[src/rtl/sync_mem_arbiter_pkg.sv]
// Shared definitions for the synchronous memory arbiter: arbitration mode
// constants, the in-flight tag carried through the read-latency pipe, and
// small index helpers used by the arbiter and the top level.
package sync_mem_arbiter_pkg;

  // Arbitration modes
  localparam int ARB_RR    = 0;  // round-robin, pointer-based search
  localparam int ARB_FIXED = 1;  // port 0 highest, starvation allowed

  // Largest supported port count and the tag index width that covers it
  localparam int MAX_PORTS = 8;
  localparam int TAG_IDX_W = 3;

  // One in-flight access: issued port and whether it was a write
  typedef struct packed {
    logic                 valid;
    logic [TAG_IDX_W-1:0] idx;
    logic                 is_write;
  } inflight_t;

  // Width of a port index for n ports, never less than one bit
  function automatic int port_idx_width(input int n);
    return (n <= 2) ? 1 : $clog2(n);
  endfunction

  // (base + off) mod n for base < n and off < n
  function automatic int wrap_index(input int base, input int off, input int n);
    int s;
    s = base + off;
    return (s >= n) ? (s - n) : s;
  endfunction

endpackage

[src/rtl/sync_mem_arbiter_rr_arbiter.sv]
// Request arbiter for the shared memory front end. Produces a one-hot grant
// combinationally from the request vector and, in round-robin mode, a
// priority pointer that advances past each granted port.
module rr_arbiter
  import sync_mem_arbiter_pkg::*;
#(
  parameter int NUM_PORTS = 2,
  parameter int ARB_MODE  = ARB_RR,
  localparam int IDX_W    = port_idx_width(NUM_PORTS)
) (
  input  logic                 clock,
  input  logic                 reset,
  input  logic [NUM_PORTS-1:0] req,
  output logic [NUM_PORTS-1:0] grant,
  output logic [IDX_W-1:0]     grant_idx,
  output logic                 grant_any,
  output logic [IDX_W-1:0]     ptr
);

  logic [IDX_W-1:0] ptr_next;
  logic [IDX_W-1:0] search_base;

  // Fixed priority always searches from port 0; round-robin from the pointer
  always_comb begin
    search_base = '0;
    if (ARB_MODE == ARB_RR) begin
      search_base = ptr;
    end
  end

  // First requesting port found walking up from search_base, wrapping once.
  // Nothing is granted while reset is high.
  always_comb begin
    grant     = '0;
    grant_idx = '0;
    grant_any = 1'b0;
    if (!reset) begin
      for (int k = 0; k < NUM_PORTS; k++) begin
        for (int i = 0; i < NUM_PORTS; i++) begin
          if (!grant_any && req[i] &&
              (i == wrap_index(int'(search_base), k, NUM_PORTS))) begin
            grant[i]  = 1'b1;
            grant_idx = IDX_W'(i);
            grant_any = 1'b1;
          end
        end
      end
    end
  end

  // Pointer moves to the port after the one just granted; holds otherwise
  always_comb begin
    ptr_next = ptr;
    if ((ARB_MODE == ARB_RR) && grant_any) begin
      if (int'(grant_idx) >= NUM_PORTS - 1) begin
        ptr_next = '0;
      end else begin
        ptr_next = grant_idx + 1'b1;
      end
    end
  end

  // Pointer register
  always_ff @(posedge clock) begin
    if (reset) begin
      ptr <= '0;
    end else begin
      ptr <= ptr_next;
    end
  end

endmodule

[src/rtl/sync_mem_arbiter.sv]
// N-port front end for a single-ported synchronous RAM. Accepts at most one
// request per cycle, drives the RAM from the granted port, and routes each
// completion back to its issuing port after READ_LATENCY cycles.
//
// Handshake: a request transfers in the cycle where req_valid[i] and
// req_ready[i] are both high. The requester keeps valid, wren, addr and data
// stable until that cycle and never drops valid early. req_ready is one-hot
// or zero. Responses are single-cycle pulses on rsp_valid with no back-pressure;
// rsp_data is mem_q for reads and zero for write acks and idle cycles.
module sync_mem_arbiter
  import sync_mem_arbiter_pkg::*;
#(
  parameter int NUM_PORTS    = 2,
  parameter int ADDR_WIDTH   = 12,
  parameter int DATA_WIDTH   = 32,
  parameter int READ_LATENCY = 1,
  parameter int ARB_MODE     = ARB_RR
) (
  input  logic                            clock,
  input  logic                            reset,
  input  logic [NUM_PORTS-1:0]            req_valid,
  output logic [NUM_PORTS-1:0]            req_ready,
  input  logic [NUM_PORTS-1:0]            req_wren,
  input  logic [NUM_PORTS*ADDR_WIDTH-1:0] req_addr,
  input  logic [NUM_PORTS*DATA_WIDTH-1:0] req_data,
  output logic [NUM_PORTS-1:0]            rsp_valid,
  output logic [DATA_WIDTH-1:0]           rsp_data,
  output logic [ADDR_WIDTH-1:0]           mem_address,
  output logic [DATA_WIDTH-1:0]           mem_data,
  output logic                            mem_wren,
  input  logic [DATA_WIDTH-1:0]           mem_q
);

  localparam int IDX_W = port_idx_width(NUM_PORTS);

  logic [NUM_PORTS-1:0] grant;
  logic [IDX_W-1:0]     grant_idx;
  logic                 grant_any;
  logic [IDX_W-1:0]     arb_ptr;

  inflight_t issue_tag;
  inflight_t out_tag;
  inflight_t pipe [READ_LATENCY];

  rr_arbiter #(
    .NUM_PORTS (NUM_PORTS),
    .ARB_MODE  (ARB_MODE)
  ) u_arb (
    .clock     (clock),
    .reset     (reset),
    .req       (req_valid),
    .grant     (grant),
    .grant_idx (grant_idx),
    .grant_any (grant_any),
    .ptr       (arb_ptr)
  );

  // The grant is the accept: a granted port is by construction valid
  assign req_ready = grant;

  // Route the granted port onto the RAM bus; idle bus is all zero
  always_comb begin
    mem_address = '0;
    mem_data    = '0;
    mem_wren    = 1'b0;
    for (int i = 0; i < NUM_PORTS; i++) begin
      if (grant[i]) begin
        mem_address = req_addr[i*ADDR_WIDTH +: ADDR_WIDTH];
        mem_data    = req_data[i*DATA_WIDTH +: DATA_WIDTH];
        mem_wren    = req_wren[i];
      end
    end
  end

  // Tag describing this cycle's transfer, if any
  always_comb begin
    issue_tag          = '0;
    issue_tag.valid    = grant_any;
    issue_tag.idx      = TAG_IDX_W'(grant_idx);
    issue_tag.is_write = mem_wren;
  end

  // In-flight pipe, one stage per cycle of RAM read latency. Reset drops
  // every entry so no response from before reset is ever emitted.
  always_ff @(posedge clock) begin
    if (reset) begin
      for (int i = 0; i < READ_LATENCY; i++) begin
        pipe[i] <= '0;
      end
    end else begin
      pipe[0] <= issue_tag;
      for (int i = 1; i < READ_LATENCY; i++) begin
        pipe[i] <= pipe[i-1];
      end
    end
  end

  assign out_tag = pipe[READ_LATENCY-1];

  // Output stage: pulse the issuing port, pass read data through
  always_comb begin
    rsp_valid = '0;
    rsp_data  = '0;
    for (int i = 0; i < NUM_PORTS; i++) begin
      rsp_valid[i] = out_tag.valid && (int'(out_tag.idx) == i);
    end
    if (out_tag.valid && !out_tag.is_write) begin
      rsp_data = mem_q;
    end
  end

  // The arbiter never grants more than one port
  a_grant_onehot: assert property (@(posedge clock) disable iff (reset) $onehot0(grant));

  // The pointer always names an existing port
  a_ptr_range: assert property (@(posedge clock) disable iff (reset) int'(arb_ptr) < NUM_PORTS);

endmodule

[config.mk]
export PLATFORM = sky130hd
export DESIGN_NAME = sync_mem_arbiter
export DESIGN_NICKNAME = d
export VERILOG_FILES = /design/src/rtl/sync_mem_arbiter_pkg.sv /design/src/rtl/sync_mem_arbiter_rr_arbiter.sv /design/src/rtl/sync_mem_arbiter.sv
export SDC_FILE = /design/constraint.sdc
export NUM_CORES = 1
export LEC_CHECK = 0
export CAP_MARGIN = 20
export CORE_ASPECT_RATIO = 0.9
export CORE_UTILIZATION = 25
export CTS_CLUSTER_SIZE = 40
export DETAILED_ROUTE_END_ITERATION = 8
export PLACE_DENSITY = 0.8
export REMOVE_ABC_BUFFERS = 1
export SLEW_MARGIN = 20
export SYNTH_ARGS = -nofsm -noshare
export SYNTH_HDL_FRONTEND = slang
export SYNTH_SLANG_ARGS = --single-unit
[constraint.sdc]
create_clock -name clock -period 1.09 [get_ports clock]
set_clock_uncertainty 0.1 [all_clocks]
set_input_delay 0.218 -clock clock [delete_from_list [all_inputs] [get_ports clock]]
set_output_delay 0.218 -clock clock [all_outputs]
set_load 0.05 [all_outputs]
# Word-level counts from Yosys, hierarchy flattened
# Memories as Yosys holds them, arrays and structs flattened.
# Cells that the tools add are included.
[totals]
regBits = 1
ramBits = 3
input_bits = 126
word_cells = 60
memories = 1
[mem_list]
columns = ["name", "depth", "width", "read_ports", "rd_clocked_by_memory_dff", "wr", "line", "rtl"]
rows = [
  ["pipe", 1, 3, 1, 0, 1, "sync_mem_arbiter.sv:43", "inflight_t pipe [READ_LATENCY];"],
]
[op_classes]
addsub = 4
n_lt_le_gt_ge = 3
eq_ne = 3
mux = 30
n_reduce_logical = 18
[op_table]
columns = ["operator", "n"]
rows = [
  ["32-bit 2-to-1 mux", 5],
  ["2-bit by 32-bit equality test with 1-bit output (first input constant)", 2],
  ["32-bit zero test", 2],
  ["32-bit by 3-bit greater-or-equal comparator with 1-bit output (second input constant)", 1],
  ["32-bit by 3-bit subtractor with 32-bit output (second input constant)", 1],
  ["12-bit 2-to-1 mux", 2],
  ["1-bit 2-to-1 mux", 21],
  ["1-bit logical AND", 10],
  ["1-bit zero test", 4],
  ["3-bit by 2-bit equality test with 1-bit output (second input constant)", 1],
  ["3-bit zero test", 1],
  ["3-bit 2-to-1 mux", 1],
  ["3-bit OR reduction", 1],
  ["1-bit by 2-bit subtractor with 3-bit output (second input constant)", 1],
  ["1-bit by 1-bit adder with 2-bit output (second input constant)", 1],
  ["1-bit by 2-bit greater-or-equal comparator with 1-bit output (second input constant)", 1],
  ["2-bit 2-to-1 mux", 1],
  ["1-bit adder (second input constant)", 1],
  ["1-bit greater-or-equal comparator (second input constant)", 1],
]

# Longest topological paths before layout
# Gate-level depths: netlist (run 1).
[depth]
ltp_word = 24
ltp_mapped = 4
ltp_nobuf = 2

# Hierarchy
# A second synthesis (run 1) with hierarchy kept.
[hier_totals]
hier_cells = 115
hier_area_um2 = 960.9
[modules_own_cells]
columns = ["mod", "instances", "cells_per_inst", "area_per_inst_um2"]
rows = [
  ["sync_mem_arbiter", 1, 106, 888.4],
  ["rr_arbiter", 1, 9, 72.6],
]

# Worst setup path before layout (run 1)
# Ideal clock, no wire load.
[synth_timing]
path_kind = "reg2out"
from = "register u_arb.ptr"
to = "output port mem_data[2]"
arrival_ns = 1.884
required_time_ns = 0.772
path_slack_ns = -1.112
path_stages_with_launch = 4
path_buffers = 1
cell_sequence = "dfxtp_1 nor2b_4 buf_2 o32ai_1"
[synth_between]
elab_chain_cells = 22
word_cells_on_any_way = 33
classes_between = "add/sub: 3; order compare: 2; eq/ne: 2; mux: 14; reduce/logical: 12"
[synth_lines]
columns = ["element", "line", "rtl"]
rows = [
  ["start, declared", "sync_mem_arbiter_rr_arbiter.sv:17", "output logic [IDX_W-1:0] ptr"],
  ["start signal, assigned", "sync_mem_arbiter_rr_arbiter.sv:68", "ptr <= ptr_next;"],
  ["1-bit by 2-bit subtractor with 3-bit output / 1-bit by 2-bit greater-or-equal comparator with 1-bit output (equally long branches)", "sync_mem_arbiter_pkg.sv:30", "return (s >= n) ? (s - n) : s;"],
  ["32-bit 2-to-1 mux", "sync_mem_arbiter_pkg.sv:30", ""],
  ["32-bit zero test", "sync_mem_arbiter_rr_arbiter.sv:41", "(i == wrap_index(int'(search_base), k, NUM_PORTS))) begin"],
  ["1-bit logical AND", "sync_mem_arbiter_rr_arbiter.sv:40", "if (!grant_any && req[i] &&"],
  ["1-bit 2-to-1 mux", "sync_mem_arbiter_rr_arbiter.sv:40", ""],
  ["1-bit 2-to-1 mux", "sync_mem_arbiter_rr_arbiter.sv:37", "if (!reset) begin"],
  ["1-bit zero test", "sync_mem_arbiter_rr_arbiter.sv:40", ""],
  ["1-bit logical AND (2 in series)", "sync_mem_arbiter_rr_arbiter.sv:40", ""],
  ["[... 3 more ...]", "n/a", ""],
  ["1-bit logical AND (2 in series)", "sync_mem_arbiter_rr_arbiter.sv:40", ""],
  ["1-bit 2-to-1 mux", "sync_mem_arbiter_rr_arbiter.sv:40", ""],
  ["1-bit 2-to-1 mux", "sync_mem_arbiter_rr_arbiter.sv:37", ""],
  ["1-bit zero test", "sync_mem_arbiter_rr_arbiter.sv:40", ""],
  ["1-bit logical AND (2 in series)", "sync_mem_arbiter_rr_arbiter.sv:40", ""],
  ["1-bit 2-to-1 mux", "sync_mem_arbiter_rr_arbiter.sv:40", ""],
  ["2-bit 2-to-1 mux *", "sync_mem_arbiter_rr_arbiter.sv:37", ""],
  ["32-bit 2-to-1 mux *", "sync_mem_arbiter.sv:67", "if (grant[i]) begin"],
  ["end, declared", "sync_mem_arbiter.sv:29", "output logic [DATA_WIDTH-1:0] mem_data,"],
]
# Mark *: on every way between the ends. The rest lies on a longest branch, timed or not. The select of a mux whose other input is x is not followed.

# Final worst setup path (run 1)
[layout_timing]
from = "register u_arb.ptr"
to = "output port mem_wren"
[layout_between]
elab_chain_cells = 22
word_cells_on_any_way = 33
classes_between = "add/sub: 3; order compare: 2; eq/ne: 2; mux: 14; reduce/logical: 12"
[layout_lines]
columns = ["element", "line", "rtl"]
rows = [
  ["1-bit by 2-bit subtractor with 3-bit output / 1-bit by 2-bit greater-or-equal comparator with 1-bit output (equally long branches)", "sync_mem_arbiter_pkg.sv:30", ""],
  ["32-bit 2-to-1 mux", "sync_mem_arbiter_pkg.sv:30", ""],
  ["32-bit zero test", "sync_mem_arbiter_rr_arbiter.sv:41", ""],
  ["1-bit logical AND", "sync_mem_arbiter_rr_arbiter.sv:40", ""],
  ["1-bit 2-to-1 mux", "sync_mem_arbiter_rr_arbiter.sv:40", ""],
  ["1-bit 2-to-1 mux", "sync_mem_arbiter_rr_arbiter.sv:37", ""],
  ["1-bit zero test", "sync_mem_arbiter_rr_arbiter.sv:40", ""],
  ["1-bit logical AND (2 in series)", "sync_mem_arbiter_rr_arbiter.sv:40", ""],
  ["[... 3 more ...]", "n/a", ""],
  ["1-bit logical AND (2 in series)", "sync_mem_arbiter_rr_arbiter.sv:40", ""],
  ["1-bit 2-to-1 mux", "sync_mem_arbiter_rr_arbiter.sv:40", ""],
  ["1-bit 2-to-1 mux", "sync_mem_arbiter_rr_arbiter.sv:37", ""],
  ["1-bit zero test", "sync_mem_arbiter_rr_arbiter.sv:40", ""],
  ["1-bit logical AND (2 in series)", "sync_mem_arbiter_rr_arbiter.sv:40", ""],
  ["1-bit 2-to-1 mux", "sync_mem_arbiter_rr_arbiter.sv:40", ""],
  ["2-bit 2-to-1 mux *", "sync_mem_arbiter_rr_arbiter.sv:37", ""],
  ["1-bit 2-to-1 mux *", "sync_mem_arbiter.sv:67", ""],
  ["end, declared", "sync_mem_arbiter.sv:30", "output logic mem_wren,"],
]
# Marks and branches as above.

==> results of run 1 <==
worst max path at each step:
stage	slack [ps]	to	depth (start not counted)
floorplan	-1100	mem_address[10]	2
global placement	-790	mem_wren	5
detailed placement	-840	mem_data[15]	5
CTS	-550	mem_data[27]	4
global route	-620	mem_data[23]	4
finish	-580	mem_wren	4
per-layer routing:
metal  GRT usage, %  vias up  wire length (um)
li1               -     1157                 -
met1          21.31     1103              3111
met2          38.24      128              4514
met3          4.625        8               672
met4          4.127        0                97
met5              0        -                 0
metrics by stage:
step	total power, W	instances	worst slack (ps)	util, %
global route	0.003335	503	-623.9	74.92
global placement	0.002418	495	-790.3	62.59
floorplan	0.001279	185	-1103	-
detailed placement	0.002446	495	-841.2	62.59
finish	0.003207	503	-575.7	74.92
CTS	0.003090	500	-552.3	71.92
cells in the mapped netlist:
cell,n
nand2b_1,90
and2_1,33
o32ai_2,27
o32ai_1,19
buf_2,12
buf_6,9
clkbuf_1,7
dfxtp_1,4
nor2_1,3
nor2b_1,2
nor3_1,2
a21bo_2,1
and2b_1,1
inv_2,1
nor2b_4,1
o21ba_2,1
report_power, final:
group / switching [W] / internal, W / total, W
clock: 0.0000748 / 0.000235 / 0.000310
sequential: 0.00000845 / 0.000158 / 0.000167
combinational: 0.00136 / 0.00137 / 0.00273
tightest hold or removal path: stages:
cell	delay [ps]
clkbuf_2	130
nor2_1	60
nor2_1	80
cells in the final DEF (no fill, tap or decap), drive strengths merged:
cell,count
buf,99
and2,33
clkbuf,6
nor2,3
nor2b,3
o32ai,46
dfxtp,4
and2b,1
a21bo,1
nor3,2
dlygate4sd2,2
o21ba,1
inv,1
clkdlybuf4s50,121
nand2b,90
final cells by class:
cell class              instances  share of cell area, %
repair buffers                225                  55.69
multi-input cells             180                  39.47
well taps                      90                  2.270
flip-flops and latches          4                  1.665
clock buffers                   3                 0.8323
inverters                       1                0.07566
timing repair:
| action | CTS | global route |
|---|---|---|
| gates cloned | 1 | 3 |
| pin swaps | 2 | 31 |
| resized for setup | 121 | 17 |
| setup endpoints to repair | 84 | 83 |
| hold buffers | 0 | 0 |
| setup buffers | 1 | 1 |
state kept, by name, summed over array words and instances (netlist names):
signal     count
pipe           3
u_arb.ptr      1
cell families (layout without fill, tap and decap cells):
| family | count (synthesis) | after routing | share of synthesized area [%] |
|---|---|---|---|
| simple gates | 132 | 132 | 47.89 |
| compound gates | 48 | 48 | 36.34 |
| buf+inv | 29 | 229 | 11.12 |
| flops | 4 | 4 | 4.651 |
==> run metrics, run 1 <==
Reg2Reg Launch Point=u_arb.ptr$_SDFFE_PP0P_; Die Wd=89.48 um; Slowest cell on crit path=dfxtp_2; hold path cells=3; dominant cells by area after synthesis=nand2b_1 (33%), o32ai_2 (26%), and2_1 (12%); CP arrival=about 1400 ps; FF+latch area=82.58 um^2; Crit. Startpoint=u_arb.ptr$_SDFFE_PP0P_; RSZ-0062 raised after global routing=true; Worst setup SP type=flip-flop; detailed placement HPWL=approximately 5.6 mm; Achievable Freq=0.6004 GHz; Worst-path clk slew=30 ps; vias in the first global route=2331; Reg2Reg Depth=3; area of the multi-input gates=1958 um^2; GPL Wtd Cong=0.7103; critical path, cell by cell=nor2b_4, buf_12, o32ai_2, buf_6; core area=6621 um^2; DRT iter0 DRCs=between 70 and 80; violated checks=negative setup slack; CP peak stage delay=~360 ps; hold path startpoint=req_valid[1]; max-capacitance violation count=0; VDD IR-drop max=around 0.35 mV; drt wl/cell=16.69 um; overflow left after global routing=0; Layout fillers=436; clk sinks=4; endpoints failing hold=0; die area=7223 um^2; Detailed Route WL=between 8 and 9 mm; Tmin final=1666 ps; post-synth cell types=16; pin count of the biggest net entering global routing=between 50 and 60; layout cells sized above 1=46.73%; setup slack after layout=-575.7 ps; final setup fails=83; Initial Util=between 20% and 30%; flops & latches, synth=4; DR vias/cell=4.763; sequential share of the synthesized area=4.651%; clk buf depth=2; routed via count=2396; PwrDens=646.4 nW/um^2; Leakage=1.828 nW; Setup CP Type=reg2out; initial antenna violation count=0; Die H=80.73 um; DRC=0; post-route ant nets=0; port bufs=206; WHS=216.9 ps; fin. max-slew vios=0; Rel. slew slack=83.32%; FF-to-FF End=pipe[0][0]$_SDFF_PP0_; Hold Path End=pipe[0][2]$_SDFF_PP0_; worst skew pair latency=220 ps; Syn. warnings=0; Detailed Routing Iterations Pass 1=4; nets@finish=541; CTS tree=built; Crit path required time=between 700 and 800 ps; Root Driver=clkbuf_8; Final Cell Area=4961 um^2; CP top delay family=buffers and inverters; IO Count=around 210; Diodes inserted=0; status=finished, violations left; Mapped Area=~1700 um^2; CTS buffer count=3; GRT Total Usage=19.67%; Buffers & Inverters on Critical Path=2; number of cell rows=28; Final period util=152.8%; Reg2Reg Setup Slack=-50 ps; Synth top area share=32.70%; Post-Syn Instances=about 210; DP Area=between 4000 and 5000 um^2; setup TNS=-40780 ps; Mapped Avg Cell Area=8.083 um^2; worst slew pin tran=250.2 ps; Area Overhead vs Synth=188.2%; Synth area leader=nand2b_1; first-pass GRT wire length=11.10 mm; min-delay worst type=in2reg; critical path fanouts, max=22; Critical Path Sink Type=output pin; Clock H-tree levels=1
Power figures use the tool's default switching activity.
==> inputs of run 2 (changes only) <==
--- a/config.mk
+++ b/config.mk
@@ -10,7 +10,7 @@
 export CORE_UTILIZATION = 25
 export CTS_CLUSTER_SIZE = 40
 export DETAILED_ROUTE_END_ITERATION = 8
-export PLACE_DENSITY = 0.8
+export PLACE_DENSITY_LB_ADDON = 0.15
 export REMOVE_ABC_BUFFERS = 1
 export SLEW_MARGIN = 20
 export SYNTH_ARGS = -nofsm -noshare
==> run metrics, run 2 (same netlist as run 1, synthesis figures left out) <==
Clock H-tree levels=1 (unchanged); worst skew pair latency=220 ps (about the same); violated checks=negative setup slack; GRT Total Usage=20.21% (+0.54 points); routed via count=2404 (+0.33%); nets@finish=540 (-0.18%); post-route insts no fill=502 (-0.20%); CP peak stage delay=350 ps (about the same); critical path, cell by cell=a21bo_4, buf_12, o32ai_2, buf_6; DP Area=4139 um^2 (-0.12%); Biggest register=pipe; fin. max-slew vios=0 (unchanged); overflow left after global routing=0 (unchanged); Largest register FFs=3 (unchanged); Detailed Routing Iterations Pass 1=4 (unchanged); Crit path required time=770 ps (about the same); number of cell rows=28 (unchanged); clk sinks=4 (unchanged); hold path startpoint=req_valid[0]; pin count of the biggest net entering global routing=38 (-33%); final setup fails=83 (unchanged); Diodes inserted=0 (unchanged); DRC=0 (unchanged); GR Layer Usage met3=7.503% (+2.9 points); detailed placement HPWL=5.860 mm (+5.2%); Setup CP Type=reg2out; endpoints failing hold=0 (unchanged); critical path endpoint=mem_data[4]; Worst setup SP type=flip-flop; clk buf depth=2 (unchanged); Crit. Startpoint=u_arb.ptr$_SDFFE_PP0P_; first-pass GRT wire length=11.28 mm (+1.6%); Achievable Freq=0.6070 GHz (+1.1%); Most Used Layer, Global Route=met2; M2 GR Usage=38.55% (+0.31 points); Die H=80.73 um (unchanged); IO Count=207 (unchanged); setup slack after layout=-557.4 ps (+18.30 ps); Detailed Route WL=7.995 mm (-4.8%); placed insts=496 (+0.20%); critical path fanouts, max=26 (+18%); min-delay worst type=in2reg; worst slew pin tran=243.9 ps (-6.289 ps); Final Cell Area=4887 um^2 (-1.5%); Rel. slew slack=83.74% (+0.42 points); Reg2Reg Setup Slack=-110 ps (-60 ps); status=finished, violations left; max-capacitance violation count=0 (unchanged); Area Overhead vs Synth=183.9%; Tmin final=1647 ps (-18.30 ps); Slowest cell on crit path=dfxtp_4; Reg2Reg Depth=4 (+1); CTS tree=built; vias in the first global route=2293 (-1.6%); Initial Util=26.00% (unchanged); Die Wd=89.48 um (unchanged); biggest regs=pipe x3, u_arb.ptr x1; commonest non-fill, non-tap cell in the layout=clkdlybuf4s50_1; Final Util=73.81% (-1.1 points); core area=6621 um^2 (unchanged); setup TNS=-41160 ps (-382.9 ps); grt met1 use=19.74% (-1.6 points); CP arrival=1330 ps (-20 ps); Critical Path Sink Type=output pin; drt wl/cell=15.93 um (-4.6%); VDD IR-drop max=0.3002 mV (-14%); RSZ-0062 raised after global routing=true; post-route ant nets=0 (unchanged); die area=7223 um^2 (unchanged); port bufs=206 (unchanged); most frequent cells in the layout=clkdlybuf4s50_1 (122), nand2b_1 (90), buf_6 (49); Leakage=1.808 nW (-1.0%); Reg2Reg Launch Point=u_arb.ptr$_SDFFE_PP0P_; initial antenna violation count=0 (unchanged); GPL Wtd Cong=0.7720 (+8.7%); FF-to-FF End=pipe[0][0]$_SDFF_PP0_; DR vias/cell=4.789 (+0.53%); DRT iter0 DRCs=78 (+8.3%); PwrDens=646.1 nW/um^2 (about the same); Worst-path clk slew=30 ps (about the same); layout cells sized above 1=46.60% (-0.13 points); Final period util=151.1% (-1.7 points); CTS buffer count=3 (unchanged); Root Driver=clkbuf_8
## run 2: cell count changes in the layout (fill, tap and decap cells not counted), moves of 2 or more
cell	before	now
o32ai_4	23	18
nor3_2	0	2
nor3_1	2	0
o32ai_2	23	27
## run 2: worst min path at each step
stage	endpoint	slack [ps]	depth (start not counted)
3_3_place_gp	u_arb.ptr$_SDFFE_PP0P_	600	2
3_5_place_dp	u_arb.ptr$_SDFFE_PP0P_	590	2
6_report	pipe[0][2]$_SDFF_PP0_	350	3
2_1_floorplan	pipe[0][2]$_SDFF_PP0_	190	1
5_1_grt	pipe[0][2]$_SDFF_PP0_	370	3
4_1_cts	pipe[0][2]$_SDFF_PP0_	310	3
## run 2: power by group
group	leakage (nW)	switching (W)	internal (W)
clock network	0.0216	0.0000873	0.000236
registers	0.0340	0.00000756	0.000157
logic	1.75	0.00132	0.00135
total	1.81	0.00142	0.00174
## run 2: layout make-up
type                       instances  area [um^2]
inverter                           1        3.754
sequential                         4        85.08
tap                               90        112.6
fill                             445         1734
multi-input combinational        180         1904
clock buffer                       3        41.29
timing repair buffer             224         2740
## run 2: layer usage
metal  share of wire [%]  wire length [um]
met1                  33              2605
met2                  54              4279
met3                  12               928
met4                 2.3               181
met5                   0                 0
## run 2: what timing repair did
item | CTS | global route
setup endpoints to repair | 84 | 84
resized for setup | 122 | 13
setup buffers | 0 | 1
gates cloned | 0 | 3
hold buffers | 0 | 0
hold endpoints to repair | 0 | 0
pin swaps | 4 | 33
## run 2: worst max-delay path: cells and delay by family (launching register included)
kind	cells	cell delay, ps
DFF	1	350
buffers and inverters	2	370
AOI/OAI and AO/OA	2	370
## run 2: metrics by stage
step / total power (W) / hold WS [ps] / setup WS [ps]
floorplan: 0.001279 / 190.4 / -1103
finish: 0.003158 / 348.2 / -557.4
detailed placement: 0.002442 / 587.0 / -866.8
global route: 0.003296 / 373.6 / -592.1
CTS: 0.003103 / 313.1 / -551.3
global placement: 0.002425 / 601.4 / -808.1
==> inputs of run 3 (changes only) <==
--- a/config.mk
+++ b/config.mk
@@ -7,7 +7,7 @@
 export LEC_CHECK = 0
 export CAP_MARGIN = 20
 export CORE_ASPECT_RATIO = 0.9
-export CORE_UTILIZATION = 25
+export CORE_UTILIZATION = 24
 export CTS_CLUSTER_SIZE = 40
 export DETAILED_ROUTE_END_ITERATION = 8
 export PLACE_DENSITY_LB_ADDON = 0.15
==> run metrics, run 3 (same netlist as run 1, synthesis figures left out) <==
CP peak stage delay=350 ps (about the same); critical path fanouts, max=21 (-19%); clk buf depth=2 (unchanged); worst skew pair latency=220 ps (about the same); Layout fillers=468 (+5.2%); max-capacitance violation count=0 (unchanged); CP top delay family=buffers and inverters; endpoints failing hold=0 (unchanged); RSZ-0062 raised after global routing=true; critical path endpoint=mem_data[21]; final setup fails=84 (+1.2%); violated checks=negative setup slack; core area=6761 um^2 (+2.1%); fin. max-slew vios=0 (unchanged); layout cells sized above 1=47.10% (+0.50 points); CTS tree=built; CP arrival=1330 ps (about the same); PwrDens=647.4 nW/um^2 (+0.19%); Overall Power=0.003219 W (+1.9%); Final period util=151.5% (+0.36 points); Worst setup SP type=flip-flop; Diodes inserted=0 (unchanged); Leakage=1.831 nW (+1.2%); clk sinks=4 (unchanged); overflow left after global routing=0 (unchanged); CP Depth=4 (unchanged); first-pass GRT wire length=12.22 mm (+8.3%); worst slew pin tran=242.0 ps (-1.927 ps); commonest non-fill, non-tap cell in the layout=clkdlybuf4s50_1; Area Overhead vs Synth=188.8%; biggest regs=pipe x3, u_arb.ptr x1; DRT iter0 DRCs=46 (-41%); Critical Path Sink Type=output pin; Largest register FFs=3 (unchanged); nets@finish=542 (+0.37%); Buffers & Inverters on Critical Path=2 (unchanged); Crit. Startpoint=u_arb.ptr$_SDFFE_PP0P_; Clock H-tree levels=1 (unchanged); Achievable Freq=0.6056 GHz (-0.23%); Rel. slew slack=83.87% (+0.13 points); setup slack after layout=-561.2 ps (-3.873 ps); DR vias/cell=4.861 (+1.5%); Worst-path clk slew=30 ps (about the same); drt wl/cell=17.22 um (+8.1%); pin count of the biggest net entering global routing=52 (+37%); Detailed Route WL=8.681 mm (+8.6%); initial antenna violation count=0 (unchanged); Reg2Reg Depth=4 (unchanged); most frequent cells in the layout=clkdlybuf4s50_1 (122), nand2b_1 (90), buf_6 (48); Crit path required time=770 ps (about the same); GPL Wtd Cong=0.7364 (-4.6%); Detailed Routing Iterations Pass 1=4 (unchanged); vias in the first global route=2376 (+3.6%); die area=7517 um^2 (+4.1%); CTS buffer count=3 (unchanged); status=finished, violations left; min-delay worst type=in2reg; FF-to-FF End=pipe[0][0]$_SDFF_PP0_; Initial Util=25.46% (-0.54 points); IO Count=207 (unchanged); Root Driver=clkbuf_8; setup TNS=-41770 ps (-608.7 ps); detailed placement HPWL=6.159 mm (+5.1%); critical path, cell by cell=a21bo_4, buf_12, o32ai_4, buf_6; Reg2Reg Launch Point=u_arb.ptr$_SDFFE_PP0P_; DRC=0 (unchanged); cts-stage hold buffer count=0 (unchanged); Post-CTS Setup Inserts=0 (unchanged); number of cell rows=28 (unchanged); Biggest register=pipe; Slowest cell on crit path=dfxtp_4; GRT Total Usage=20.24% (+0.034 points); hold path startpoint=req_valid[0]; post-route ant nets=0 (unchanged); Setup CP Type=reg2out; VDD IR-drop max=0.3268 mV (+8.9%); Die H=82.35 um (+2.0%); routed via count=2450 (+1.9%); Die Wd=91.28 um (+2.0%); port bufs=206 (unchanged); Reg2Reg Setup Slack=-170 ps (-60 ps); Tmin final=1651 ps (+3.873 ps)
[run 3: cell type report]
cell class / instances / area [um^2] / share of cell area, %
multi-input combinational: 180 / 1947 / 39.15
clock buffer: 3 / 41.29 / 0.8304
inverter: 1 / 3.754 / 0.07549
tap: 90 / 112.6 / 2.265
timing repair buffer: 226 / 2781 / 55.94
sequential: 4 / 86.33 / 1.736
[run 3: worst min path at each step]
stage	cells after the start	slack, ps	end
floorplan	1	190	pipe[0][2]$_SDFF_PP0_
global placement	2	590	u_arb.ptr$_SDFFE_PP0P_
detailed placement	2	590	u_arb.ptr$_SDFFE_PP0P_
CTS	3	310	pipe[0][2]$_SDFF_PP0_
global route	3	320	pipe[0][2]$_SDFF_PP0_
finish	3	310	pipe[0][2]$_SDFF_PP0_
[run 3: repair_timing]
item | in CTS | in global routing
resized for setup | 114 | 29
setup endpoints to repair | 84 | 84
cloned | 0 | 3
pin swaps | 0 | 34
endpoints found under the hold margin | 0 | 0
[run 3: metrics by stage]
stage / hold WS [ps] / cell area (um^2) / setup WS [ps] / instances / util [%]
6_report: 308.3 / 4972 / -561.2 / 504 / 73.54
5_1_grt: 315.7 / 4972 / -600.4 / 504 / 73.54
4_1_cts: 312.8 / 4671 / -558.4 / 501 / 69.08
3_5_place_dp: 586.5 / 4167 / -864.1 / 498 / 61.62
3_3_place_gp: 587.8 / 4167 / -841.5 / 498 / 61.62
2_1_floorplan: 190.4 / 1534 / -1103 / 185 / -
[run 3: worst min-delay path, cell delays in order]
cell and delay (ps):
clkdlybuf4s15_1 240, nor2_1 60, nor2_1 70
[run 3: layer usage]
metal | global-route usage, % | up-vias | part of all wire (%)
li1 | - | 1159 | -
met1 | 22.63 | 1159 | 37
met2 | 39.47 | 126 | 54
met3 | 5.403 | 6 | 8.4
met4 | 3.333 | 0 | 0.63
met5 | 0 | - | 0
[run 3: where the power goes]
part,switching (W),internal (W),leakage [nW]
Combinational,0.00136,0.00138,1.77
Clock,0.0000825,0.000236,0.0216
Sequential,0.00000815,0.000158,0.0343
Total,0.00145,0.00177,1.83
